===== config.mk =====
export PLATFORM = sky130hd
export DESIGN_NAME = sevenseg_ndigit_scanner
export DESIGN_NICKNAME = d
export VERILOG_FILES = /design/src/rtl/sevenseg_pkg.sv /design/src/rtl/hex_to_seg7.sv /design/src/rtl/sevenseg_ndigit_scanner.sv
export SDC_FILE = /design/constraint.sdc
export NUM_CORES = 1
export LEC_CHECK = 0
export ABC_AREA = 0
export CAP_MARGIN = 20
export CORE_MARGIN = 2
export CORE_UTILIZATION = 30
export DETAILED_ROUTE_END_ITERATION = 10
export PLACE_DENSITY = 0.48
export SKIP_CTS_REPAIR_TIMING = 1
export SLEW_MARGIN = 20
export SYNTH_ARGS = -nofsm -noshare
export SYNTH_HDL_FRONTEND = slang
export SYNTH_SLANG_ARGS = --single-unit

===== constraint.sdc =====
create_clock -name clk -period 3.55 [get_ports clk]
set_input_delay 0.71 -clock clk [delete_from_list [all_inputs] [get_ports clk]]
set_output_delay 0.71 -clock clk [all_outputs]
set_load 0.005 [all_outputs]

===== src/rtl/sevenseg_pkg.sv =====
// Shared constants for the multiplexed seven-segment scanner: the hex glyph
// table (active-low {g,f,e,d,c,b,a}), the blank pattern and the anode-off word.
package sevenseg_pkg;

  localparam logic [6:0] SEG_BLANK = 7'h7F;

  // Wide enough for the largest legal digit count; callers slice what they need.
  localparam logic [15:0] AN_ALL_OFF = 16'hFFFF;

  // Element 0 is the glyph for nibble 0, element 15 the glyph for nibble F.
  localparam logic [15:0][6:0] HEX_SEG_TABLE = {
    7'h0E,   // F
    7'h06,   // E
    7'h21,   // d
    7'h46,   // C
    7'h03,   // b
    7'h08,   // A
    7'h10,   // 9
    7'h00,   // 8
    7'h78,   // 7
    7'h02,   // 6
    7'h12,   // 5
    7'h19,   // 4
    7'h30,   // 3
    7'h24,   // 2
    7'h79,   // 1
    7'h40    // 0
  };

endpackage


===== src/rtl/hex_to_seg7.sv =====
// Combinational hex nibble to active-low seven-segment glyph lookup.
module hex_to_seg7
  import sevenseg_pkg::*;
(
  input  logic [3:0] hex,
  output logic [6:0] seg
);

  // Straight table lookup, no registers.
  always_comb begin
    seg = HEX_SEG_TABLE[hex];
  end

endmodule


===== src/rtl/sevenseg_ndigit_scanner.sv =====
// Time-multiplexed N-digit seven-segment driver with double-buffered display
// data, leading-zero suppression, PWM brightness and anode dead time.
module sevenseg_ndigit_scanner
  import sevenseg_pkg::*;
#(
  parameter int NUM_DIGITS = 8,
  parameter int SCAN_DIV   = 100000,
  parameter int DEAD_CYC   = 2,
  parameter int BRIGHT_W   = 4
)
(
  input  logic                    clk,
  input  logic                    rst_n,
  input  logic [4*NUM_DIGITS-1:0] value,
  input  logic [NUM_DIGITS-1:0]   dp,
  input  logic [NUM_DIGITS-1:0]   blank,
  input  logic                    lz_en,
  input  logic                    load,
  input  logic [BRIGHT_W-1:0]     brightness,
  output logic [6:0]              cathode,
  output logic                    dp_n,
  output logic [NUM_DIGITS-1:0]   an,
  output logic                    frame_done
);

  localparam int PRESC_W = $clog2(SCAN_DIV);
  localparam int IDX_W   = $clog2(NUM_DIGITS);

  localparam logic [PRESC_W-1:0]    PRESC_LAST = PRESC_W'(SCAN_DIV - 1);
  localparam logic [PRESC_W-1:0]    DEAD_END   = PRESC_W'(DEAD_CYC);
  localparam logic [IDX_W-1:0]      IDX_LAST   = IDX_W'(NUM_DIGITS - 1);
  localparam logic [NUM_DIGITS-1:0] AN_OFF     = AN_ALL_OFF[NUM_DIGITS-1:0];

  logic [PRESC_W-1:0]      presc;
  logic [IDX_W-1:0]        idx;
  logic [BRIGHT_W-1:0]     pwm_cnt;
  logic                    presc_tc;
  logic                    wrap;

  logic [4*NUM_DIGITS-1:0] pend_value;
  logic [NUM_DIGITS-1:0]   pend_dp;
  logic [NUM_DIGITS-1:0]   pend_blank;
  logic                    pend_flag;
  logic [4*NUM_DIGITS-1:0] act_value;
  logic [NUM_DIGITS-1:0]   act_dp;
  logic [NUM_DIGITS-1:0]   act_blank;

  logic [NUM_DIGITS-1:0]   lz_mask;
  logic                    lz_run;
  logic [3:0]              cur_nib;
  logic [6:0]              cur_seg;
  logic                    anode_on;
  logic [6:0]              cathode_d;
  logic                    dp_n_d;
  logic [NUM_DIGITS-1:0]   an_d;

  assign presc_tc = (presc == PRESC_LAST);
  assign wrap     = presc_tc && (idx == IDX_LAST);
  assign cur_nib  = act_value[4*idx +: 4];

  hex_to_seg7 u_hex_to_seg7 (
    .hex (cur_nib),
    .seg (cur_seg)
  );

  // Slot prescaler, digit index and free-running PWM counter.
  always_ff @(posedge clk) begin
    if (!rst_n) begin
      presc   <= '0;
      idx     <= '0;
      pwm_cnt <= '0;
    end else begin
      pwm_cnt <= pwm_cnt + BRIGHT_W'(1);
      if (presc_tc) begin
        presc <= '0;
        idx   <= (idx == IDX_LAST) ? '0 : idx + IDX_W'(1);
      end else begin
        presc <= presc + PRESC_W'(1);
      end
    end
  end

  // Double buffer: loads land in pending and only reach active at a frame
  // boundary, so one frame never shows a mix of two loads. A load in the wrap
  // cycle itself bypasses pending and leaves nothing queued.
  always_ff @(posedge clk) begin
    if (!rst_n) begin
      pend_value <= '0;
      pend_dp    <= '0;
      pend_blank <= '0;
      pend_flag  <= 1'b0;
      act_value  <= '0;
      act_dp     <= '0;
      act_blank  <= '0;
    end else if (wrap && load) begin
      act_value  <= value;
      act_dp     <= dp;
      act_blank  <= blank;
      pend_value <= value;
      pend_dp    <= dp;
      pend_blank <= blank;
      pend_flag  <= 1'b0;
    end else begin
      if (wrap && pend_flag) begin
        act_value <= pend_value;
        act_dp    <= pend_dp;
        act_blank <= pend_blank;
        pend_flag <= 1'b0;
      end
      if (load) begin
        pend_value <= value;
        pend_dp    <= dp;
        pend_blank <= blank;
        pend_flag  <= 1'b1;
      end
    end
  end

  // Leading-zero mask: walk down from the top digit while nibbles stay zero;
  // digit 0 is never part of the run so a value of zero still shows "0".
  always_comb begin
    lz_mask = '0;
    lz_run  = lz_en;
    for (int k = NUM_DIGITS - 1; k >= 1; k--) begin
      lz_run     = lz_run && (act_value[4*k +: 4] == 4'h0);
      lz_mask[k] = lz_run;
    end
  end

  // Next output values: anode gated by dead time and PWM duty, glyph blanked
  // on request or suppression while the decimal point keeps following dp.
  always_comb begin
    anode_on  = (presc >= DEAD_END) &&
                ((brightness == '1) || (pwm_cnt < brightness));
    an_d      = AN_OFF;
    if (anode_on) begin
      an_d[idx] = 1'b0;
    end
    cathode_d = (act_blank[idx] || lz_mask[idx]) ? SEG_BLANK : cur_seg;
    dp_n_d    = ~act_dp[idx];
  end

  // Anode, cathode and dp all come from one register stage so the glyph and
  // the anode that lights it always change on the same edge.
  always_ff @(posedge clk) begin
    if (!rst_n) begin
      cathode    <= SEG_BLANK;
      dp_n       <= 1'b1;
      an         <= AN_OFF;
      frame_done <= 1'b0;
    end else begin
      cathode    <= cathode_d;
      dp_n       <= dp_n_d;
      an         <= an_d;
      frame_done <= wrap;
    end
  end

endmodule


== Word-level counts from Yosys, hierarchy flattened ==
Memories as Yosys holds them, arrays and structs flattened. A register that Yosys moved wholly into a read port is not among the register bits.
Cells that the tools add are included.

* Input port bits: 56
* Memories kept: 1
* Register bits after elaboration: 131
* Word-level logic and storage cells: 79
* Output and inout bits: 17
* ROM bits: 112

{| class="wikitable"
|+ Memories
! name !! depth !! width !! rd ports !! clocked after memory_dff !! write ports !! line !! RTL
|-
| (name not given) || 16 || 7 || 1 || 1 || 0 || hex_to_seg7.sv:11 || <nowiki>seg = HEX_SEG_TABLE[hex];</nowiki>
|}

* Reductions and logical operators: 28
* Bitwise operators: 3
* Shift-type cells: 1
* Muxes and demuxes: 23
* Add/subtract/negate cells: 3
* Eq/ne operators: 3
* Magnitude comparators: 4

{| class="wikitable"
|+ Operator list
! operator !! number
|-
| $mux 32 || 4
|-
| $mux 8 || 8
|-
| $shiftx 32x6->4 || 1
|-
| $logic_not 4->1 || 7
|-
| $add 17x1->17 const B || 1
|-
| $eq 17x17->1 const B || 1
|-
| $ge 17x2->1 const B || 1
|-
| $logic_and 1x1->1 || 12
|-
| $bmux 1 s3 || 3
|-
| $not 8->8 || 1
|-
| $mux 1 || 6
|-
| $reduce_bool 2->1 || 3
|-
| $reduce_or 2->1 || 3
|-
| $add 4x1->4 const B || 1
|-
| $eq 4x4->1 const B || 1
|-
| $lt 3x4->1 const B || 1
|-
| $lt 4x4->1 || 1
|-
| $add 3x1->3 const B || 1
|-
| $demux 1 s3 || 1
|-
| $eq 3x3->1 const B || 1
|-
| $ge 3x1->1 const B || 1
|-
| $mux 3 || 1
|-
| $logic_or 1x1->1 || 2
|-
| $not 1->1 || 2
|-
| $reduce_and 2->1 || 1
|}

== Longest topological paths before layout ==
* Word-level depth: 12
* Mapped depth: 10
* Mapped depth without buffers: 8

== By module ==
Synthesis repeated with hierarchy kept, for this count alone.

* Cell total of the unflattened synthesis: 627
* Area, all modules: 6172.2 um2

{| class="wikitable"
|+ By module, submodules not included
! module !! area each (um2) !! times used !! cells an instance
|-
| sevenseg_ndigit_scanner || 5896.9 || 1 || 595
|-
| hex_to_seg7 || 275.3 || 1 || 32
|}

== Least setup slack after synthesis ==
OpenSTA, ideal clock, no wires.

* Path type: register to register
* From: reg idx[0]
* To: reg cathode[3]
* Library setup time: 0.120 ns
* Arrival: 2.410 ns
* Required time: 3.430 ns
* Path buffers: 1
* Slack: 1.020 ns
* Stages on the path, launching flop included: 10
* Path through: dfxtp_1 > buf_2 > mux2_2 > o211a_1 > a311oi_1 > inv_1 > ha_1 > nor3_1 > a211oi_1 > a211o_1

* Word-level cells in the longest chain between the ends: 4
* Elaborated cells on any way between the ends: 7

{| class="wikitable"
|+ Ends and longest elaborated chain
! what !! line !! RTL
|-
| start: declaration || sevenseg_ndigit_scanner.sv:35 || <nowiki>logic [IDX_W-1:0] idx;</nowiki>
|-
| start signal: assignment || sevenseg_ndigit_scanner.sv:76 || <nowiki>idx <= (idx == IDX_LAST) ? '0 : idx + IDX_W'(1);</nowiki>
|-
| $bmux 1 s3 || sevenseg_ndigit_scanner.sv:139 || <nowiki>cathode_d = (act_blank[idx] || lz_mask[idx]) ? SEG_BLANK : cur_seg;</nowiki>
|-
| $mux 1 (not written as such) || sevenseg_ndigit_scanner.sv:139 ||
|-
| $logic_or 1x1->1 || sevenseg_ndigit_scanner.sv:139 ||
|-
| $reduce_or 2->1 (no line) || - ||
|-
| end: declaration || sevenseg_ndigit_scanner.sv:20 || <nowiki>output logic [6:0] cathode,</nowiki>
|}

Parallel ways exist; a longest one is shown, timed or not. The select of a mux whose other input is x is not followed.
A chain may end at the register's enable or synchronous reset.

== Worst setup path after layout ==
* From: reg idx[2]
* To: reg cathode[3]

The elaborated chain is that of the path after synthesis.

==> results.md <==
- The flow ran to the end, and the final reports show no timing, DRC or antenna violations.
- Entering global routing, the biggest net connects 63 pins.
- The worst min-delay path class is flip-flop to flip-flop.
- The count of final hold-check violations is 0.
- The count of buffers added on input and output ports is 72.
- At the end of routability-driven placement, the weighted congestion stood at 0.905.
- The via count is 5035.
- The commonest cells after synthesis are dfxtp_1 (138), nor2_1 (66), mux2i_1 (60), nor2b_1 (60), nand2_1 (43).
- The area growth from synthesis to layout is 23.8%.
- Wires add up to 15700 um.
- Each instance of the synthesized netlist takes up on average 9.45 um2.
- The total power per unit cell area is 474 mW/mm2.
- The cell taking the most area after synthesis is dfxtp_1.
- The number of remaining DRC errors is 0.
- The logic depth of the worst path, buffers included is 9.
- The overall power of the completed layout is 3.79 mW.
- The post-synth design cell area is 0.00646 mm2.
- In the post-synthesis netlist, the cell with the most instances is dfxtp_1.
- In this run, synthesis produced a sequential element count of 138.
- The detailed router finished its first iteration with 238 violations.
- By area, the combinational part of the netlist is dominated by simple AND/OR/NAND/NOR gates.
- The startpoint-to-endpoint class of the critical path is flip-flop to flip-flop.
- The post-detailed-route wirelength per cell is 15.3 um.
- The cell depth of the worst flop-to-flop path is 9.
- The longest clock path from root to sink contains 2 buffers.
- The initial antenna violation count came to 0.
- The complex-gate fraction of the synthesized area is 0.158.
- The adder-cell share of the synthesized area is 0.0271.
- TritonCTS built the clock tree.
- For met1 alone, demand over resource in global routing was 0.192.
- TritonCTS created 17 clock buffers.
- The layout net count is 804.
- The reg-to-reg setup timing slack is 660 ps.
- Setup violations remaining at the end of the flow were counted as 0.
- The clock tree skew after final layout is 8.95 ps.
- The initialized floorplan defines 53 standard-cell rows.
- The origin of the critical flop-to-flop path is idx[2].
- Counting flops with a built-in enable in the synthesized netlist gives 0.
- The average via count per standard cell is 4.93.
- The share of synthesized area in the top cell type comes to 0.427.
- The smallest clock period supported by the final layout is computed as 2890 ps.
- Clock-pin slew was measured on the worst setup and hold paths at 60 ps.
- The clock insertion delay at the later pin of the skew report is 410 ps.
- The number of detailed-routing iterations run before antenna repair is 5.
- By area the synthesized netlist is led by dfxtp_1 (43%), mux2i_1 (9.3%), nor2b_1 (5.8%).
- The register area is 0.00276 mm2.
- In the synthesized netlist the dominant register cell turns out to be dfxtp_1.
- Of the total synthesized cell area, the portion taken by AND, OR, NAND and NOR gates is 0.196.
- The footprint of the multi-input gates is 0.00334 mm2.
- The sum of buffers and inverters on the critical path is 2.
- The most critical setup path has its endpoint at cathode[3].
- The number of diodes added for antenna fixing is 0.
- The reg-to-reg critical path endpoint is cathode[3].
- Counting flops with an async set or reset pin after synthesis yields a share of 0.
- For this design, the slowest cell found on the critical path is dfxtp_1.
- In this design, the stage delay of the slowest critical-path cell is 870 ps.
- Across the run, the number of max-cap violations was 0.
- Detailed placement ended at an HPWL of 11300 um.
- STA classifies the critical path startpoint as a flip-flop.
- Of the post-synthesis cell area, the part taken by muxes is 0.114.
- The critical path goes through nand2b_1 -> o22ai_1 -> a311oi_1 -> buf_4 -> inv_1 -> ha_1 -> nor3_1 -> a211oi_1 -> a211o_1.
- In this run the horizontal extent of the chip is 151 um.
- The leakage power figure is 3.44 nW.
- The via count of the first global-routing pass is 4890.
- Once detail routing completed, the nets flagged for antenna violations numbered 0.
- For this run, global-route usage on met3 was measured as 0.0349.
- The starting density of the core is 0.307.
- IR analysis of the VDD net gives a maximum drop of 0.000311 V.
- For this run, the register share of the synthesized area comes to 0.427.
- The worst slew margin relative to its limit is 0.426.
- The core region is 0.0211 mm2.
- The number of distinct library cells after synthesis is 52.
- Of the total synthesized cell area, the portion taken by XOR and XNOR cells is 0.0230.
- The actual transition at the worst max-transition pin is 837 ps.
- The global-route total usage across every layer is 0.142.
- The clock drives 138 sinks.
- For this design the top-level I/O count stands at 73.
- In this run the worst path has a maximum fanout of 24.
- The net count of the mapped netlist is 754.
- Setup repair after global routing left no endpoint under its margin.
- Of the cells placed in the final design, the portion with a size suffix greater than 1 is 0.0857.
- In the final timing run, aggregate negative setup slack is 0 ps.
- The fraction of the cycle the final worst path needs is 0.815.
- The die covers 0.0227 mm2.
- The first global-routing pass estimated 25400 um of wire.
- Fill cells in the final layout number 2162.
- The cell type group with the largest total delay on the critical path is flip-flops.
- In this run the worst setup path begins at idx[2].
- For this run, the number of Yosys warnings is 0.
- The die is 151 um tall.
- The required time reported for the critical path endpoint is 3850 ps.
- CTS placed an instance of clkbuf_16 at the clock tree root.
- The achievable clock frequency is 346 MHz.
- The global routing stage identified its most utilized layer as met2.
- Counting every instance in the synthesized netlist gives 684.
- The H-tree generated during clock tree synthesis spans 4 levels.
- The max-slew violation total from the final report is 0.
- For this run, global-route usage on met2 was measured as 0.222.
- STA classifies the critical path endpoint as a flip-flop.
- Data arrives at the worst endpoint at 3190 ps.
- After global routing the overflow that remains totals 0.
## power breakdown
group,switching [mW],internal [mW]
clock,0.637,1.27
sequential,0.0236,1.59
combinational,0.126,0.140
## cells by family (layout without fill, tap and decap cells)
logic type      after synthesis  count (layout)
mux                          70              70
buf+inv                      78             141
flops                       138             138
xor+xnor                     17              17
fa+ha+maj                    14              14
compound gates              125             125
simple gates                242             242
## flip-flops by register name, indices dropped and copies added (netlist names)
name        cells
pwm_cnt         4
pend_blank      8
dp_n            1
pend_dp         8
act_dp          8
frame_done      1
pend_flag       1
an              8
act_blank       8
act_value      32
pend_value     32
idx             3
presc          17
cathode         7
## stage by stage
step	worst slack (ps)	hold WS, ps	instances	utilization	cell area (um2)
CTS	660	465	1022	0.380	8010
detailed placement	675	451	990	0.349	7360
global placement	726	437	990	0.349	7360
global route	519	488	1022	0.380	8010
floorplan	1020	426	684	-	6460
finish	658	458	1022	0.380	8010
## cell usage in the layout, fill, tap and decap left out, types with 5 or more instances in the layout
cell type	netlist	routed
nor3_1	13	13
nand3_1	11	11
inv_1	27	27
o21ai_0	10	10
nor2_1	66	66
mux2_2	8	8
nand2_1	43	43
o211a_1	26	26
nor4_1	10	10
nand2b_1	5	5
nor2b_1	60	60
a21oi_1	20	20
ha_1	14	14
o221ai_1	16	16
clkbuf_16	0	17
xor2_1	9	9
a41oi_1	10	10
buf_4	1	9
clkbuf_8	0	5
o221a_2	10	10
dfxtp_1	138	138
xnor2_1	8	8
and2_1	7	7
mux2i_1	60	60
o22ai_1	5	5
clkdlybuf4s50_1	0	70
nand4_1	5	5
## final cells by class
cell class / instances / area share
tap: 275 / 0.0430
inverter: 27 / 0.0127
sequential: 138 / 0.345
clock buffer: 26 / 0.0636
timing repair buffer: 82 / 0.102
clock inverter: 6 / 0.0166
multi-input combinational: 468 / 0.417
## worst reg2reg max path, cell delays in order, from the launching register on
cell and delay, ps:
dfxtp_1 870, nand2b_1 390, o22ai_1 120, a311oi_1 290
buf_4 200, inv_1 80, ha_1 250, nor3_1 200
a211oi_1 70, a211o_1 310
## metal layers
layer  vias up  part of all wire
met1      2371              0.48
met2       115              0.46
met4         0             0.014
li1       2534                 -
met3        15             0.047
met5         -                 0
## worst min-delay path by stage
stage	start	end	slack, ps	cells past startpoint
after global routing	pwm_cnt[0]	pwm_cnt[0]	490	1
after CTS	pwm_cnt[0]	pwm_cnt[0]	470	1
after floorplan	presc[0]	presc[0]	430	1
final	presc[0]	presc[0]	460	1
after detailed placement	presc[0]	presc[0]	450	1
after global placement	presc[0]	presc[0]	440	1
Power figures use the tool's default switching activity.
